$ cat config.mk
export PLATFORM = sky130hd
export DESIGN_NAME = instr_fetch_ctrl_flat
export DESIGN_NICKNAME = d
export VERILOG_FILES = /design/src/rtl/instr_fetch_ctrl_if.sv /design/src/rtl/instr_fetch_ctrl.sv /design/src/flat_wrapper.sv
export SDC_FILE = /design/constraint.sdc
export NUM_CORES = 1
export LEC_CHECK = 0
export ABC_AREA = 1
export ABC_CLOCK_PERIOD_IN_PS = 1800
export CAP_MARGIN = 20
export CORE_MARGIN = 3
export CORE_UTILIZATION = 42
export CTS_CLUSTER_SIZE = 20
export DETAILED_ROUTE_END_ITERATION = 10
export PLACE_DENSITY_LB_ADDON = 0.2
export SLEW_MARGIN = 20
export SYNTH_ARGS = -nofsm -noshare
export SYNTH_HDL_FRONTEND = slang
export SYNTH_SLANG_ARGS = --single-unit
$ cat constraint.sdc
create_clock -name clk -period 1.8 [get_ports clk]
set_input_delay 0.27 -clock clk [delete_from_list [all_inputs] [get_ports clk]]
set_output_delay 0.27 -clock clk [all_outputs]
set_load 0.01 [all_outputs]
$ cat src/rtl/instr_fetch_ctrl_if.sv
// Memory read port and decode handshake of the fetch controller.
// The controller uses the master modport; memory and decode sit on the slave side.
interface instr_fetch_ctrl_if #(
  parameter int AW = 4,
  parameter int DW = 8
);
  logic          mem_req;
  logic [AW-1:0] mem_addr;
  logic          mem_ack;
  logic [DW-1:0] mem_data;
  logic [DW-1:0] ir;
  logic          ir_valid;
  logic          ir_ready;

  modport master (
    output mem_req, mem_addr, ir, ir_valid,
    input  mem_ack, mem_data, ir_ready
  );

  modport slave (
    input  mem_req, mem_addr, ir, ir_valid,
    output mem_ack, mem_data, ir_ready
  );
endinterface

$ cat src/rtl/instr_fetch_ctrl.sv
// Fetch-and-sequence controller: fetches at pc_in, offers the word to decode,
// then steers the PC for exactly one cycle. DW must be at least AW+2.
module instr_fetch_ctrl #(
  parameter int AW = 4,
  parameter int DW = 8
) (
  input  logic                clk,
  input  logic                clr,
  input  logic [AW-1:0]       pc_in,
  output logic [1:0]          pc_ctrl,
  output logic [AW-1:0]       pc_ld,
  instr_fetch_ctrl_if.master  bus,
  input  logic                cond,
  input  logic                run,
  output logic                halted,
  output logic [1:0]          state_dbg
);

  localparam logic [1:0] S_HALT   = 2'd0;
  localparam logic [1:0] S_FETCH  = 2'd1;
  localparam logic [1:0] S_ISSUE  = 2'd2;
  localparam logic [1:0] S_UPDATE = 2'd3;

  localparam logic [1:0] PC_HOLD = 2'd0;
  localparam logic [1:0] PC_ADD  = 2'd1;
  localparam logic [1:0] PC_INC  = 2'd2;
  localparam logic [1:0] PC_LOAD = 2'd3;

  localparam logic [1:0] OP_SEQ  = 2'b00;
  localparam logic [1:0] OP_BR   = 2'b01;
  localparam logic [1:0] OP_JMP  = 2'b10;
  localparam logic [1:0] OP_HALT = 2'b11;

  logic [1:0]    state_q, state_d;
  logic [DW-1:0] ir_q, ir_d;
  logic [1:0]    pc_ctrl_q, pc_ctrl_d;
  logic [AW-1:0] pc_ld_q, pc_ld_d;
  logic [1:0]    opclass;
  logic [AW-1:0] field;

  assign opclass = ir_q[DW-1:DW-2];
  assign field   = ir_q[AW-1:0];

  // Handshakes: mem_req stays high through FETCH until a cycle with mem_ack;
  // ir_valid stays high through ISSUE until a cycle with ir_ready, and ir is
  // frozen for that whole time. A transfer happens on the edge where both are 1.
  always_comb begin
    state_d   = state_q;
    ir_d      = ir_q;
    pc_ctrl_d = PC_HOLD;
    pc_ld_d   = pc_ld_q;
    case (state_q)
      S_HALT: begin
        if (run) state_d = S_FETCH;
      end
      S_FETCH: begin
        if (bus.mem_ack) begin
          ir_d    = bus.mem_data;
          state_d = S_ISSUE;
        end
      end
      S_ISSUE: begin
        if (bus.ir_ready) begin
          state_d = S_UPDATE;
          case (opclass)
            OP_SEQ: pc_ctrl_d = PC_INC;
            OP_BR: begin
              if (cond) begin
                pc_ctrl_d = PC_ADD;
                pc_ld_d   = field;
              end else begin
                pc_ctrl_d = PC_INC;
              end
            end
            OP_JMP: begin
              pc_ctrl_d = PC_LOAD;
              pc_ld_d   = field;
            end
            default: pc_ctrl_d = PC_HOLD;
          endcase
        end
      end
      S_UPDATE: begin
        // pc_ctrl_d defaults to HOLD, so the command lives for this cycle only
        state_d = (opclass == OP_HALT) ? S_HALT : S_FETCH;
      end
      default: state_d = S_HALT;
    endcase
  end

  always_ff @(posedge clk or negedge clr) begin
    if (!clr) begin
      state_q   <= S_HALT;
      ir_q      <= '0;
      pc_ctrl_q <= PC_HOLD;
      pc_ld_q   <= '0;
    end else begin
      state_q   <= state_d;
      ir_q      <= ir_d;
      pc_ctrl_q <= pc_ctrl_d;
      pc_ld_q   <= pc_ld_d;
    end
  end

  // The PC only moves in UPDATE, so mem_addr is stable across a whole request.
  assign bus.mem_addr = pc_in;
  assign bus.mem_req  = (state_q == S_FETCH);
  assign bus.ir_valid = (state_q == S_ISSUE);
  assign bus.ir       = ir_q;
  assign halted       = (state_q == S_HALT);
  assign pc_ctrl      = pc_ctrl_q;
  assign pc_ld        = pc_ld_q;
  assign state_dbg    = state_q;

endmodule
$ cat src/flat_wrapper.sv
// flat-port wrapper written by rule: the top's interface ports become plain ports
module instr_fetch_ctrl_flat 
#(
  parameter int AW = 4,
  parameter int DW = 8
)
  (clk, clr, pc_in, pc_ctrl, pc_ld, cond, run, halted, state_dbg, bus_mem_req, bus_mem_addr, bus_ir, bus_ir_valid, bus_mem_ack, bus_mem_data, bus_ir_ready);
  instr_fetch_ctrl_if #(.AW(AW), .DW(DW)) bus_i ();
  input  logic clk;
  input  logic clr;
  input  logic [AW-1:0] pc_in;
  output logic [1:0] pc_ctrl;
  output logic [AW-1:0] pc_ld;
  input  logic cond;
  input  logic run;
  output logic halted;
  output logic [1:0] state_dbg;
  output wire logic [$bits(bus_i.mem_req)-1:0] bus_mem_req;
  output wire logic [$bits(bus_i.mem_addr)-1:0] bus_mem_addr;
  output wire logic [$bits(bus_i.ir)-1:0] bus_ir;
  output wire logic [$bits(bus_i.ir_valid)-1:0] bus_ir_valid;
  input wire logic [$bits(bus_i.mem_ack)-1:0] bus_mem_ack;
  input wire logic [$bits(bus_i.mem_data)-1:0] bus_mem_data;
  input wire logic [$bits(bus_i.ir_ready)-1:0] bus_ir_ready;
  assign bus_mem_req = bus_i.mem_req;
  assign bus_mem_addr = bus_i.mem_addr;
  assign bus_ir = bus_i.ir;
  assign bus_ir_valid = bus_i.ir_valid;
  assign bus_i.mem_ack = bus_mem_ack;
  assign bus_i.mem_data = bus_mem_data;
  assign bus_i.ir_ready = bus_ir_ready;
  instr_fetch_ctrl #(.AW(AW), .DW(DW)) u_core (.clk(clk), .clr(clr), .pc_in(pc_in), .pc_ctrl(pc_ctrl), .pc_ld(pc_ld), .bus(bus_i), .cond(cond), .run(run), .halted(halted), .state_dbg(state_dbg));
endmodule
==> results by group, run 1 <==
Synth
  • Synth cell count leaders: nand2_1 (30), dfrtp_1 (16), nand3_1 (13)
  • Most frequent cell after synthesis: nand2_1
  • Cell variety after synth: 15
  • Post-synth top area share: 48.0%
  • Avg Inst Size Synth: 8.60 sq um
  • Cell taking the most area after synthesis: dfrtp_1
  • Leading register cell type out of synthesis: dfrtp_1
  • Share of flip-flops with an asynchronous set or reset: 100%
  • Top area cells in the synthesized netlist: dfrtp_1 (48%), nand2_1 (13%), nand3_1 (7.8%), ha_1 (7.5%), buf_4 (4.5%)
  • Mapped Area: 835 sq um
  • Yosys warnings: 0
  • Number of synthesized flops with an enable pin: 0
  • Sequential share of the synthesized area: 48.0%
  • #FFs+latches synth: 16
  • Syn Inst Count: 97
  • Syn Nets: 120

Cells and area
  • Area Overhead vs Synth: 43.8%
  • Fraction of layout cells with a size suffix above 1: 15.3%
  • Layout Nets: 155
  • Util after Layout: 66.6%
  • Diode count: 0

STA
  • Worst slew pin tran: 0.360 ns
  • Final setup fails: 0
  • Slew HR: 75.9%
  • Layout Skew: 0.00137 ns
  • Total negative setup slack: 0 ns
  • Max Clock Freq: 0.600 GHz
  • Fin. Hold Viols: 0
  • Slew Viols, Final: 0
  • Tmin final: 1.67 ns
  • RSZ-0062 raised after global routing: no
  • Tcrit/Tclk final: 92.6%

Pwr
  • Cell area power density: 1620 nW/um^2
  • P_leak: 0.639 nW
  • Maximum VDD drop: 0.908 mV

Critical path
  • Worst Path Required: 1.53 ns
  • CP endpoint kind: primary output
  • CP Data Arrival Time: 1.40 ns
  • CP startpoint kind: register
  • WS Path Type: register to primary output
  • R2R Setup Slk: 0.47 ns
  • Reg2reg path depth: 6
  • Max Fanout on Critical Path: 4

Detailed routing
  • Drt first pass iters: 4
  • Drt wl/cell: 11.8 um
  • Overall routed net length: 1.84 mm
  • Iter 0 DRT Violations: 6
  • Final ANT Viol Nets: 0
  • Vias per Instance: 4.62
  • Vias: 720
  • Post-route DRC: 0

Clock network
  • CTS Hold Bufs: 0
  • CTS tree: yes
  • Skew-Pair Late Insertion Delay: 0.29 ns
  • Clk sink count: 16
  • Root cell of the clock tree: clkbuf_4
  • Clock-pin slew on the worst setup and hold paths: 0.09 ns
  • CTS max path bufs: 2
  • Htree depth: 1
  • CTS Buf Count: 3

Job
  • Max-cap violation count: 0

Floorplanning
  • Total core area: 1800 sq um
  • Num ports: 41
  • DIE AREA: 2560 sq um
  • Row count: 15
  • DIE HEIGHT: 50.6 um
  • Die Width: 50.6 um
  • Initial Util: 46.3%

Global route
  • Tot GR Track Use: 16.2%
  • Largest net degree at the start of global routing: 17
  • GRT overflow: 0
  • Vias in the first global route: 730
  • First-pass GRT wire length: 3.19 mm
  • Initial antenna violation count: 0

Place
  • Port bufs: 32
  • Dpl hpwl: 1.45 mm
  • Gpl congestion: 0.724

Status
  • Status: finished clean

Hold path
  • Min-delay worst type: input pin to asynchronous set/reset pin
layout make-up:
class,instances,area (sq um)
multi-input combinational,64,342
tap,25,31.3
clock buffer,4,36.3
inverter,11,43.8
sequential,16,400
timing repair buffer,36,347
fill,161,602
flip-flops by register name, indices dropped and copies added, names as in the netlist:
register,count
u_core.state_dbg,2
u_core.bus.ir,8
u_core.pc_ld,4
u_core.pc_ctrl,2
layer usage:
| layer | track usage (%) | up-vias | wire (um) |
|---|---|---|---|
| met5 | 0 | - | 0 |
| met4 | 1.35 | 0 | 11 |
| met3 | 6.53 | 3 | 148 |
| met2 | 27.8 | 23 | 948 |
| met1 | 19.9 | 332 | 735 |
| li1 | - | 362 | - |
path summary, 6_finish.rpt:
kind	start	end
max reg2reg	u_core.state_dbg[1]	u_core.bus.ir[6]
max in group asynchronous	clr	u_core.pc_ctrl[1]
min in group clk	u_core.pc_ld[0]	u_core.pc_ld[0]
max	u_core.state_dbg[0]	state_dbg[0]
min reg2reg	u_core.pc_ld[0]	u_core.pc_ld[0]
min	clr	u_core.pc_ctrl[0]
cells in the final DEF (no fill, tap or decap):
| cell type | n |
|---|---|
| dlygate4sd2_1 | 3 |
| clkdlybuf4s50_1 | 29 |
| dfrtp_1 | 16 |
| nand2_1 | 30 |
| inv_4 | 1 |
| nand3_2 | 1 |
| clkbuf_8 | 1 |
| inv_2 | 3 |
| buf_4 | 4 |
| inv_1 | 7 |
| nand2_4 | 3 |
| nor2_1 | 6 |
| ha_1 | 5 |
| clkbuf_4 | 3 |
| nor2_2 | 1 |
| nand3_1 | 13 |
| nand2_2 | 3 |
| a21oi_1 | 2 |
cells by family after synthesis:
group,count (synthesis),synth area share [%]
buffers and inverters,17,11.1
flip-flops,16,48.0
AND/OR/NAND/NOR,57,32.2
AO/OA/AOI/OAI,2,1.20
adder cells (fa/ha/maj),5,7.50
worst max-delay path, stage by stage, from the launching register on:
cell             delay, ns
dfrtp_1               0.43
buf_4                 0.15
clkdlybuf4s50_1       0.53
per-stage QoR:
step                      std cells  total power [mW]  hold WS (ns)  setup WS (ns)  cell area [sq um]
after floorplan                  97              1.20       -0.0256          0.487                835
after global placement          150              1.68         0.458          0.254               1150
after detailed placement        150              1.71         0.462          0.214               1150
after CTS                       156              1.97         0.291          0.148               1200
after global routing            156              2.11         0.314         0.0871               1200
final                           156              1.95         0.287          0.133               1200
timing repair:
action | CTS | global route
setup endpoints to repair | 3 | 0
resized for setup | 4 | 0
buffers inserted | 2 | 0
where the power goes:
part / total [mW] / internal (mW) / switching [mW]
clock: 0.242 / 0.123 / 0.118
combinational: 1.06 / 0.534 / 0.529
sequential: 0.642 / 0.517 / 0.125
total: 1.95 / 1.17 / 0.772
No activity file was read; power rests on OpenSTA's default activity.
==> run 2, diff against run 1 <==
--- a/config.mk
+++ b/config.mk
@@ -13,7 +13,7 @@
 export CTS_CLUSTER_SIZE = 20
 export DETAILED_ROUTE_END_ITERATION = 10
 export PLACE_DENSITY_LB_ADDON = 0.2
-export SLEW_MARGIN = 20
+export SLEW_MARGIN = 15
 export SYNTH_ARGS = -nofsm -noshare
 export SYNTH_HDL_FRONTEND = slang
 export SYNTH_SLANG_ARGS = --single-unit
==> results of run 2 <==
Same layout as run 1: the final DEF is identical, and so are final timing and power.
